$ cat src/rtl/nibble_serial_add_ctrl.sv
// nibble_serial_add_ctrl
//
// WIDTH-bit add/subtract built from one 4-bit adder slice. The slice is run
// over the operands one nibble per clock, LSB nibble first. A carry register
// links consecutive nibbles. Subtraction is done as A + ~B + 1: the inverted
// B is latched and the carry register is seeded with 1.
//
// Ports:
//   clk        rising-edge clock
//   rst_n      asynchronous active-low reset
//   start      request; accepted only when busy=0 (IDLE or DONE cycle)
//   sub        0 = A+B, 1 = A-B; sampled with start
//   op_a       operand A; sampled with start
//   op_b       operand B; sampled with start
//   busy       high while a sequence is running
//   done       one-cycle pulse when result/flags update
//   result     registered sum/difference; holds until the next completion
//   carry_out  carry out of bit WIDTH-1 (for sub: 1 = no borrow)
//   overflow   signed overflow of the completed operation

module nibble_serial_add_ctrl #(
    parameter int unsigned WIDTH = 16
) (
    input  logic             clk,
    input  logic             rst_n,
    input  logic             start,
    input  logic             sub,
    input  logic [WIDTH-1:0] op_a,
    input  logic [WIDTH-1:0] op_b,
    output logic             busy,
    output logic             done,
    output logic [WIDTH-1:0] result,
    output logic             carry_out,
    output logic             overflow
);

    localparam int unsigned NIB = WIDTH / 4;
    localparam int unsigned CW  = (NIB > 1) ? $clog2(NIB) : 1;

    typedef enum logic [1:0] {
        StIdle,
        StRun,
        StDone
    } state_e;

    state_e           state_q;
    logic [WIDTH-1:0] a_q;
    logic [WIDTH-1:0] b_q;
    logic             carry_q;
    logic [CW-1:0]    cnt_q;
    // Holds the nibbles produced so far; the newest nibble enters at the top,
    // so after NIB steps the full result sits aligned in {slice, acc_q}.
    logic [WIDTH-5:0] acc_q;

    logic [4:0]       slice_sum;
    logic [3:0]       slice_low;
    logic             slice_c3;
    logic [WIDTH-1:0] acc_next;
    logic             last_nib;

    always_comb begin
        slice_sum = {1'b0, a_q[3:0]} + {1'b0, b_q[3:0]} + {4'b0, carry_q};
        // Carry into bit 3 of the slice; on the last nibble this is the
        // carry into bit WIDTH-1, needed for signed overflow.
        slice_low = {1'b0, a_q[2:0]} + {1'b0, b_q[2:0]} + {3'b0, carry_q};
        slice_c3  = slice_low[3];
        acc_next  = {slice_sum[3:0], acc_q};
        last_nib  = (cnt_q == CW'(NIB - 1));
    end

    always_ff @(posedge clk or negedge rst_n) begin
        if (!rst_n) begin
            state_q   <= StIdle;
            a_q       <= '0;
            b_q       <= '0;
            carry_q   <= 1'b0;
            cnt_q     <= '0;
            acc_q     <= '0;
            busy      <= 1'b0;
            done      <= 1'b0;
            result    <= '0;
            carry_out <= 1'b0;
            overflow  <= 1'b0;
        end else begin
            done <= 1'b0;
            unique case (state_q)
                StIdle, StDone: begin
                    // The DONE cycle accepts a new request just like IDLE,
                    // which gives back-to-back throughput of NIB+1 cycles.
                    if (start) begin
                        a_q     <= op_a;
                        b_q     <= sub ? ~op_b : op_b;
                        carry_q <= sub;
                        cnt_q   <= '0;
                        acc_q   <= '0;
                        busy    <= 1'b1;
                        state_q <= StRun;
                    end else begin
                        busy    <= 1'b0;
                        state_q <= StIdle;
                    end
                end
                StRun: begin
                    a_q     <= {4'b0, a_q[WIDTH-1:4]};
                    b_q     <= {4'b0, b_q[WIDTH-1:4]};
                    acc_q   <= acc_next[WIDTH-1:4];
                    carry_q <= slice_sum[4];
                    cnt_q   <= cnt_q + CW'(1);
                    if (last_nib) begin
                        result    <= acc_next;
                        carry_out <= slice_sum[4];
                        overflow  <= slice_c3 ^ slice_sum[4];
                        busy      <= 1'b0;
                        done      <= 1'b1;
                        state_q   <= StDone;
                    end
                end
                default: begin
                    busy    <= 1'b0;
                    state_q <= StIdle;
                end
            endcase
        end
    end

endmodule

$ cat config.mk
export PLATFORM = sky130hd
export DESIGN_NAME = nibble_serial_add_ctrl
export DESIGN_NICKNAME = d
export VERILOG_FILES = /design/src/rtl/nibble_serial_add_ctrl.sv
export SDC_FILE = /design/constraint.sdc
export NUM_CORES = 1
export LEC_CHECK = 0
export CORE_ASPECT_RATIO = 1.5
export CORE_MARGIN = 1.5
export CORE_UTILIZATION = 52
export DETAILED_ROUTE_END_ITERATION = 10
export PLACE_DENSITY = 0.92
export SLEW_MARGIN = 10
export SYNTH_ARGS = -nofsm -noshare
export SYNTH_HDL_FRONTEND = slang
export SYNTH_SLANG_ARGS = --single-unit
$ cat constraint.sdc
create_clock -name clk -period 2.5 [get_ports clk]
set_input_delay 0.25 -clock clk [delete_from_list [all_inputs] [get_ports clk]]
set_output_delay 0.25 -clock clk [all_outputs]
set_load 0.03 [all_outputs]
==> qor_table.md, run 1 <==
| Group | Result | Value |
|:---|:---|:---|
| outcome | Outcome | completed |
| floorplanning | Horizontal extent of the die | 65.26 um |
| layout | Layout net count | 330 |
| global routing | Pin count of the biggest net entering global routing | 70 |
| power and ir drop | Net switching power | 0.001881 W |
| timing | Final worst path period share | 0.8095 |
| synth | Netlist Area Pre-Place | 3023 um2 |
| timing | Worst Skew | 8.771 ps |
| synth | Count of distinct cell types in the synthesized netlist | 29 |
| synth | Simple-gate share of the synthesized area | 0.06829 |
| synth | Number of nets in the synthesized netlist | 277 |
| clocking | Insertion delay to the later sink of the worst-skew pair | 340 ps |
| power and ir drop | Internal Pwr Total | 0.003092 W |
| timing | RSZ-0062 raised after global routing | false |
| clocking | Clock input transition at the sequential cells of the worst setup and hold paths | 70 ps |
| setup path | Kind of end point of the critical path | register |
| synth | Synth Area in Compound Gates | 0.1494 |
| clocking | Maximum root-to-sink buffer count | 2 |
| power and ir drop | Relative contribution of sequential cells to total power | 0.390 |
| synth | Post-synthesis mux area share | 0.07699 |
| timing | Post-layout minimum cycle time | 2024 ps |
| synth | Avg Inst Size Synth | 12.86 um2 |
| power and ir drop | Final Power | 0.004972 W |
| floorplanning | Area of the core | 5533 um2 |
| synth | Xor/xnor cell area share of the yosys netlist | 0.05505 |
| power and ir drop | Lkg Pwr | 1.739 nW |
| clocking | CTS tree | done |
| setup path | Capture point of the worst reg-to-reg path | overflow |
| timing | Fin. Hold Viols | 0 |
| synth | Fraction of the yosys area taken by sequential cells | 0.5712 |
| layout | Reg area | 1727 um2 |
| setup path | Worst path required time | 2700 ps |
| setup path | Worst setup path endpoint | overflow |
| drt | DR vias | 2016 |
| timing | Total negative setup slack | 0 ps |
| setup path | Startpoint Class | register |
| synth | Cells after Synth | 235 |
| clocking | H-tree depth | 3 |
| drt | Via density per instance | 5.584 |
| layout | Signed area change from the synthesized netlist to the final layout | 23.10% |
| clocking | Cts bufs inserted | 9 |
| drt | Post-detailed-route wirelength per cell | 15.79 um |
| setup path | Crit path from | a_q[0] |
| clocking | Root buffer cell | clkbuf_8 |
| power and ir drop | Clock share of power | 0.156 |
| setup path | Register-to-register setup slack | 480 ps |
| synth | Count of synthesis-stage warnings from yosys | 0 |
| floorplanning | Number of rows in the core area | 33 |
| drt | Routed Antenna Nets | 0 |
| drt | DRC violation count after routing | 0 |
| timing | Upper clock frequency limit | 0.4941 GHz |
| clocking | # Post-CTS Setup Buffers | 0 |
| setup path | Type of the worst setup path | reg -> reg |
| clocking | Count of instances resized after the clock tree is built | 0 |
| power and ir drop | Switching share of total power | 0.3783 |
| global routing | Leftover overflow at the end of global routing | 0 |
| layout | Antenna fix cells | 0 |
| timing | Max Transition Viols Final | 0 |
| drt | DRC violation total after the first TritonRoute iteration | 155 |
| synth | #FFs+latches synth | 69 |
| synth | Main combinational cell family by area after synthesis | compound AO/OA/AOI/OAI gates |
| floorplanning | I/O pin total | 56 |
| layout | Fraction of final layout cells with drive strength greater than 1 | 0.1340 |
| global routing | First-pass GRT wire length | 9287 um |
| drt | Detailed-routing iteration count for the pre-antenna-repair pass | 4 |
| placement | Routability Congestion | 0.8335 |
| floorplanning | Floorplan die area | 6289 um2 |
| setup path | Logic depth of the worst register-to-register path | 6 |
| setup path | Launch instance of the worst register-to-register path | a_q[0] |
| floorplanning | Height of the chip | 96.38 um |
| placement | Port bufs | 55 |
| power and ir drop | Cell Pwr Density | 1336 nW/um2 |
| global routing | Vias in the first global route | 1980 |
| setup path | Max FO, Critical Path | 3 |
| clocking | Number of buffers inserted by hold repair at cts | 0 |
| drt | Final wirelength | 5700 um |
| worst hold path | Hold/Removal Path Class | in -> async |
| global routing | Number of antenna violations at the first check in global routing | 0 |
| layout | Filler cell count | 423 |
| timing | Slew HR | 0.3327 |
| setup path | Arrival time reported for the critical path endpoint | 2230 ps |
| timing | Worst slew pin tran | 998.5 ps |
| timing | Setup violation total in the final timing report | 0 |
| run | Max cap viols | 0 |
| power and ir drop | Worst ir drop on vdd | 558.2 uV |
| synth | Adder-cell share of the synthesized area | 0.02980 |
| floorplanning | Initial standard-cell utilization of the core | 0.5464 |
| layout | Footprint of the multi-input gates | 1152 um2 |
| placement | HPWL after detailed placement | 3907 um |
| global routing | Total routing resource utilization after global routing | 0.2019 |
| power and ir drop | Logic pwr share | 0.454 |
| clocking | Sink Count | 69 |
cell type report:
type / count / area share
Tap cell: 70 / 0.02354
Clock inverter: 2 / 0.002690
Multi-Input combinational cell: 146 / 0.3097
Inverter: 3 / 0.003699
Sequential cell: 69 / 0.4640
Clock buffer: 12 / 0.04169
Timing Repair Buffer: 59 / 0.1547
state kept, by name (all words and copies together), names as in the netlist:
signal,cells
done,1
overflow,1
carry_out,1
state_q,2
carry_q,1
acc_q,12
b_q,16
a_q,16
busy,1
cnt_q,2
result,16
power by group through the flow:
stage	sequential (W)	clock, W	combinational, W
finish	0.00194	0.000777	0.00226
global route	0.00200	0.000840	0.00243
detailed placement	0.00196	0	0.00226
CTS	0.00194	0.000794	0.00227
global placement	0.00192	0	0.00215
floorplan	0.00215	0	0.00145
cell families after synthesis:
| kind of cell | Yosys count |
|---|---|
| xor gates and xnor gates | 19 |
| DFF | 69 |
| AOI/OAI and AO/OA | 56 |
| buffers and inverters | 20 |
| and+or+nand+nor | 49 |
| adders and majority gates | 6 |
| muxes | 16 |
per-layer routing:
layer,part of all wire,vias to the layer above,track usage
met1,0.41,980,0.2504
met2,0.49,74,0.3070
met4,0.051,0,0.1493
li1,-,935,-
met5,0,-,0
met3,0.043,27,0.04867
synth_stat cells:
cell type  number  area [um2]
fa_1            2       40.04
nand2b_1        2       12.51
a21oi_2         2       17.52
clkbuf_1        1       3.750
o21ai_0         8       40.04
buf_6           7       78.83
nor2_1         12       45.04
mux2_4         14       210.2
a21o_1          2       15.01
a22oi_1        13       97.59
mux2_1          1       11.26
ha_1            4       50.05
inv_1           2       7.510
nand2_2         1       6.260
dfrtp_1        69        1727
nor2b_1         1       6.260
buf_2           6       30.03
inv_4           1       6.260
mux2_2          1       11.26
xor2_1          1       8.760
nand2_1        31       116.4
a221o_1        12       120.1
nor2b_4         1       13.76
o31ai_1         1       7.510
nor2_2          1       6.260
a22o_1         17       148.9
xnor2_1        18       157.7
o21ai_1         1       5.000
buf_4           3       22.52
cell usage in the layout, fill, tap and decap left out, types with 2 or more instances in the layout:
master	synthesis	routed
nand2b_1	2	2
mux2_4	14	14
a22o_1	17	17
a21o_1	2	2
a221o_1	12	12
fa_1	2	2
a21oi_2	2	2
a22oi_1	13	13
ha_1	4	4
nor2_1	12	12
dfrtp_1	69	69
xnor2_1	18	18
clkdlybuf4s50_1	0	54
o21ai_0	8	8
clkbuf_8	0	11
buf_4	3	4
nand2_1	31	31
inv_1	2	2
clkinv_2	0	2
worst max-delay path, stage by stage (launching register included):
cell and delay [ps]:
dfrtp_1 400, fa_1 460, fa_1 430, a21o_1 210
a21oi_2 180, xnor2_1 140, o21ai_1 70
worst min path at each step:
stage,startpoint,to,slack (ps),cells after the start
after floorplan,rst_n,a_q[0],-50,0
after detailed placement,a_q[3],a_q[3],470,2
after CTS,rst_n,result[4],110,2
after global placement,a_q[11],a_q[11],460,2
after global routing,rst_n,result[4],170,2
final,rst_n,acc_q[0],90,2
metrics by stage:
stage / util / std cells / instance area, um2 / setup WS (ps) / hold WS [ps]
2_1_floorplan: - / 235 / 3023 / 608.7 / -45.59
3_3_place_gp: 0.6427 / 347 / 3556 / 553.9 / 458.3
3_5_place_dp: 0.6427 / 347 / 3556 / 482.3 / 473.8
4_1_cts: 0.6725 / 361 / 3721 / 473.1 / 113.4
5_1_grt: 0.6725 / 361 / 3721 / 382.0 / 168.0
6_report: 0.6725 / 361 / 3721 / 476.2 / 90.46
Note: power is estimated with default switching activity, not from simulation.
==> run 2: changes to the inputs <==
==> constraint.sdc (replaced) <==
create_clock -name clk -period 2.11 [get_ports clk]
set_input_delay 0.211 -clock clk [delete_from_list [all_inputs] [get_ports clk]]
set_output_delay 0.211 -clock clk [all_outputs]
set_load 0.03 [all_outputs]
==> qor_table.md, run 2 (same netlist as run 1, synthesis figures left out) <==
| Group | Result | Value | Change |
|:---|:---|:---|:---|
| layout | Most common cell after layout, fill and taps aside | dfrtp_1 |  |
| timing | Slew HR | 0.3228 | -0.009912 |
| timing | Fin. Hold Viols | 0 | unchanged |
| drt | DRC violation total after the first TritonRoute iteration | 144 | -7.1% |
| drt | Detailed-routing iteration count for the pre-antenna-repair pass | 4 | unchanged |
| clocking | Clock input transition at the sequential cells of the worst setup and hold paths | 70 ps | about the same |
| clocking | Cts bufs inserted | 9 | unchanged |
| timing | Worst slew pin tran | 1013 ps | +14.83 ps |
| run | Max cap viols | 0 | unchanged |
| clocking | # Post-CTS Setup Buffers | 0 | unchanged |
| placement | DP Worst Slack | 108.6 ps | -373.7 ps |
| timing | Max Transition Viols Final | 0 | unchanged |
| clocking | Root buffer cell | clkbuf_8 |  |
| placement | HPWL after detailed placement | 4035 um | +3.3% |
| global routing | Leftover overflow at the end of global routing | 0 | unchanged |
| setup path | Register-to-register setup slack | 70 ps | -410 ps |
| setup path | Worst path required time | 2340 ps | -360 ps |
| layout | Signed area change from the synthesized netlist to the final layout | 25.50% |  |
| timing | Final worst slack | 67.67 ps | -408.5 ps |
| timing | Setup violation total in the final timing report | 0 | unchanged |
| floorplanning | Initial standard-cell utilization of the core | 0.5464 | unchanged |
| drt | Via density per instance | 5.505 | -1.4% |
| setup path | Type of the worst setup path | reg -> reg |  |
| clocking | H-tree depth | 3 | unchanged |
| global routing | Vias in the first global route | 2029 | +2.5% |
| setup path | Arrival time reported for the critical path endpoint | 2270 ps | +40 ps |
| floorplanning | Number of rows in the core area | 33 | unchanged |
| timing | Post-layout minimum cycle time | 2042 ps | +18.48 ps |
| layout | Filler cell count | 408 | -3.5% |
| floorplanning | Floorplan die area | 6289 um2 | unchanged |
| drt | Post-detailed-route wirelength per cell | 15.73 um | -0.38% |
| clocking | Number of buffers inserted by hold repair at cts | 1 | +1 |
| timing | RSZ-0062 raised after global routing | false |  |
| drt | Routed Antenna Nets | 0 | unchanged |
| floorplanning | I/O pin total | 56 | unchanged |
| power and ir drop | Lkg Pwr | 1.763 nW | +1.4% |
| global routing | Pin count of the biggest net entering global routing | 48 | -31% |
| timing | Final worst path period share | 0.9679 | +0.1584 |
| layout | Largest registers | a_q: 16 flops, b_q: 16 flops, result: 16 flops |  |
| power and ir drop | Worst ir drop on vdd | 852.1 uV | +53% |
| timing | Worst Skew | 7.007 ps | -1.763 ps |
| timing | Total negative setup slack | 0 ps | unchanged |
| drt | DR vias | 2015 | -0.050% |
| clocking | Sink Count | 69 | unchanged |
| clocking | Maximum root-to-sink buffer count | 2 | unchanged |
| placement | Routability Congestion | 0.8682 | +4.2% |
| timing | Upper clock frequency limit | 0.4896 GHz | -0.90% |
| layout | Fraction of final layout cells with drive strength greater than 1 | 0.1486 | +0.01463 |
| floorplanning | Horizontal extent of the die | 65.26 um | unchanged |
| layout | Layout net count | 333 | +0.91% |
| timing | Smallest hold slack | 425.6 ps | +335.1 ps |
| clocking | CTS tree | done |  |
| outcome | Outcome | completed |  |
| setup path | Startpoint Class | register |  |
| placement | Port bufs | 55 | unchanged |
| setup path | Max FO, Critical Path | 3 | unchanged |
| floorplanning | Area of the core | 5533 um2 | unchanged |
| floorplanning | Height of the chip | 96.38 um | unchanged |
| global routing | Number of antenna violations at the first check in global routing | 0 | unchanged |
| setup path | Kind of end point of the critical path | register |  |
| clocking | Insertion delay to the later sink of the worst-skew pair | 340 ps | about the same |
| power and ir drop | Cell Pwr Density | 1598 nW/um2 | +20% |
| drt | DRC violation count after routing | 0 | unchanged |
| layout | Most used cells in the layout excluding fill and tap cells | dfrtp_1 (69), clkdlybuf4s50_1 (54), nand2_1 (31) |  |
| global routing | Total routing resource utilization after global routing | 0.2060 | +0.004050 |
| drt | Final wirelength | 5757 um | +1.0% |
| layout | Antenna fix cells | 0 | unchanged |
| clocking | Count of instances resized after the clock tree is built | 0 | unchanged |
| worst hold path | Hold/Removal Path Class | in -> async |  |
| global routing | First-pass GRT wire length | 9542 um | +2.7% |
==> run 2: cell types whose count changed in the layout (fill, tap and decap cells not counted), sizes merged <==
cell / change
clkinvlp: +3
buf: +2
dlygate4sd3: +1
clkbuf: -2
bufinv: +1
==> run 2: power breakdown <==
part | switching [W] | total [W] | internal [W]
combinational | 0.00141 | 0.00270 | 0.00129
clock | 0.000485 | 0.00106 | 0.000573
sequential | 0.000388 | 0.00230 | 0.00191
total | 0.00228 | 0.00606 | 0.00378
==> run 2: final cells by class <==
class | instances | area, um2 | area share
tap | 70 | 87.58 | 0.02309
clock buffer | 10 | 137.6 | 0.03628
sequential | 69 | 1727 | 0.4551
multi-input combinational | 146 | 1152 | 0.3038
inverter | 3 | 13.76 | 0.003628
timing repair buffer | 62 | 613.1 | 0.1616
clock inverter | 6 | 62.56 | 0.01649
==> run 2: metrics by stage <==
step                total power, W  std cells  area (um2)  utilization
floorplan                 0.004268        235        3023            -
global placement          0.004850        349        3583       0.6477
detailed placement        0.005019        349        3583       0.6477
CTS                       0.006098        366        3794       0.6857
global route              0.006436        366        3794       0.6857
finish                    0.006061        366        3794       0.6857
==> run 2: worst max-delay path, cell delays in order (launching register included) <==
cell and delay [ps]:
dfrtp_1 400, fa_1 470, fa_1 430, a21o_1 220
a21oi_2 200, xnor2_1 140, o21ai_1 70
==> run 2: path summary, 6_finish.rpt <==
path,from,to,cells past startpoint
max,a_q[0],overflow,6
min,rst_n,result[4],2
max reg2reg,a_q[0],overflow,6
min reg2reg,a_q[7],a_q[7],2
max in group asynchronous,rst_n,a_q[14],3
min in group clk,op_a[5],a_q[5],3
==> run 2: layer usage <==
layer	track usage	up-vias	share of wire
met2	0.3393	85	0.53
met3	0.04751	15	0.052
met1	0.2490	974	0.38
li1	-	941	-
met4	0.1163	0	0.030
met5	0	-	0
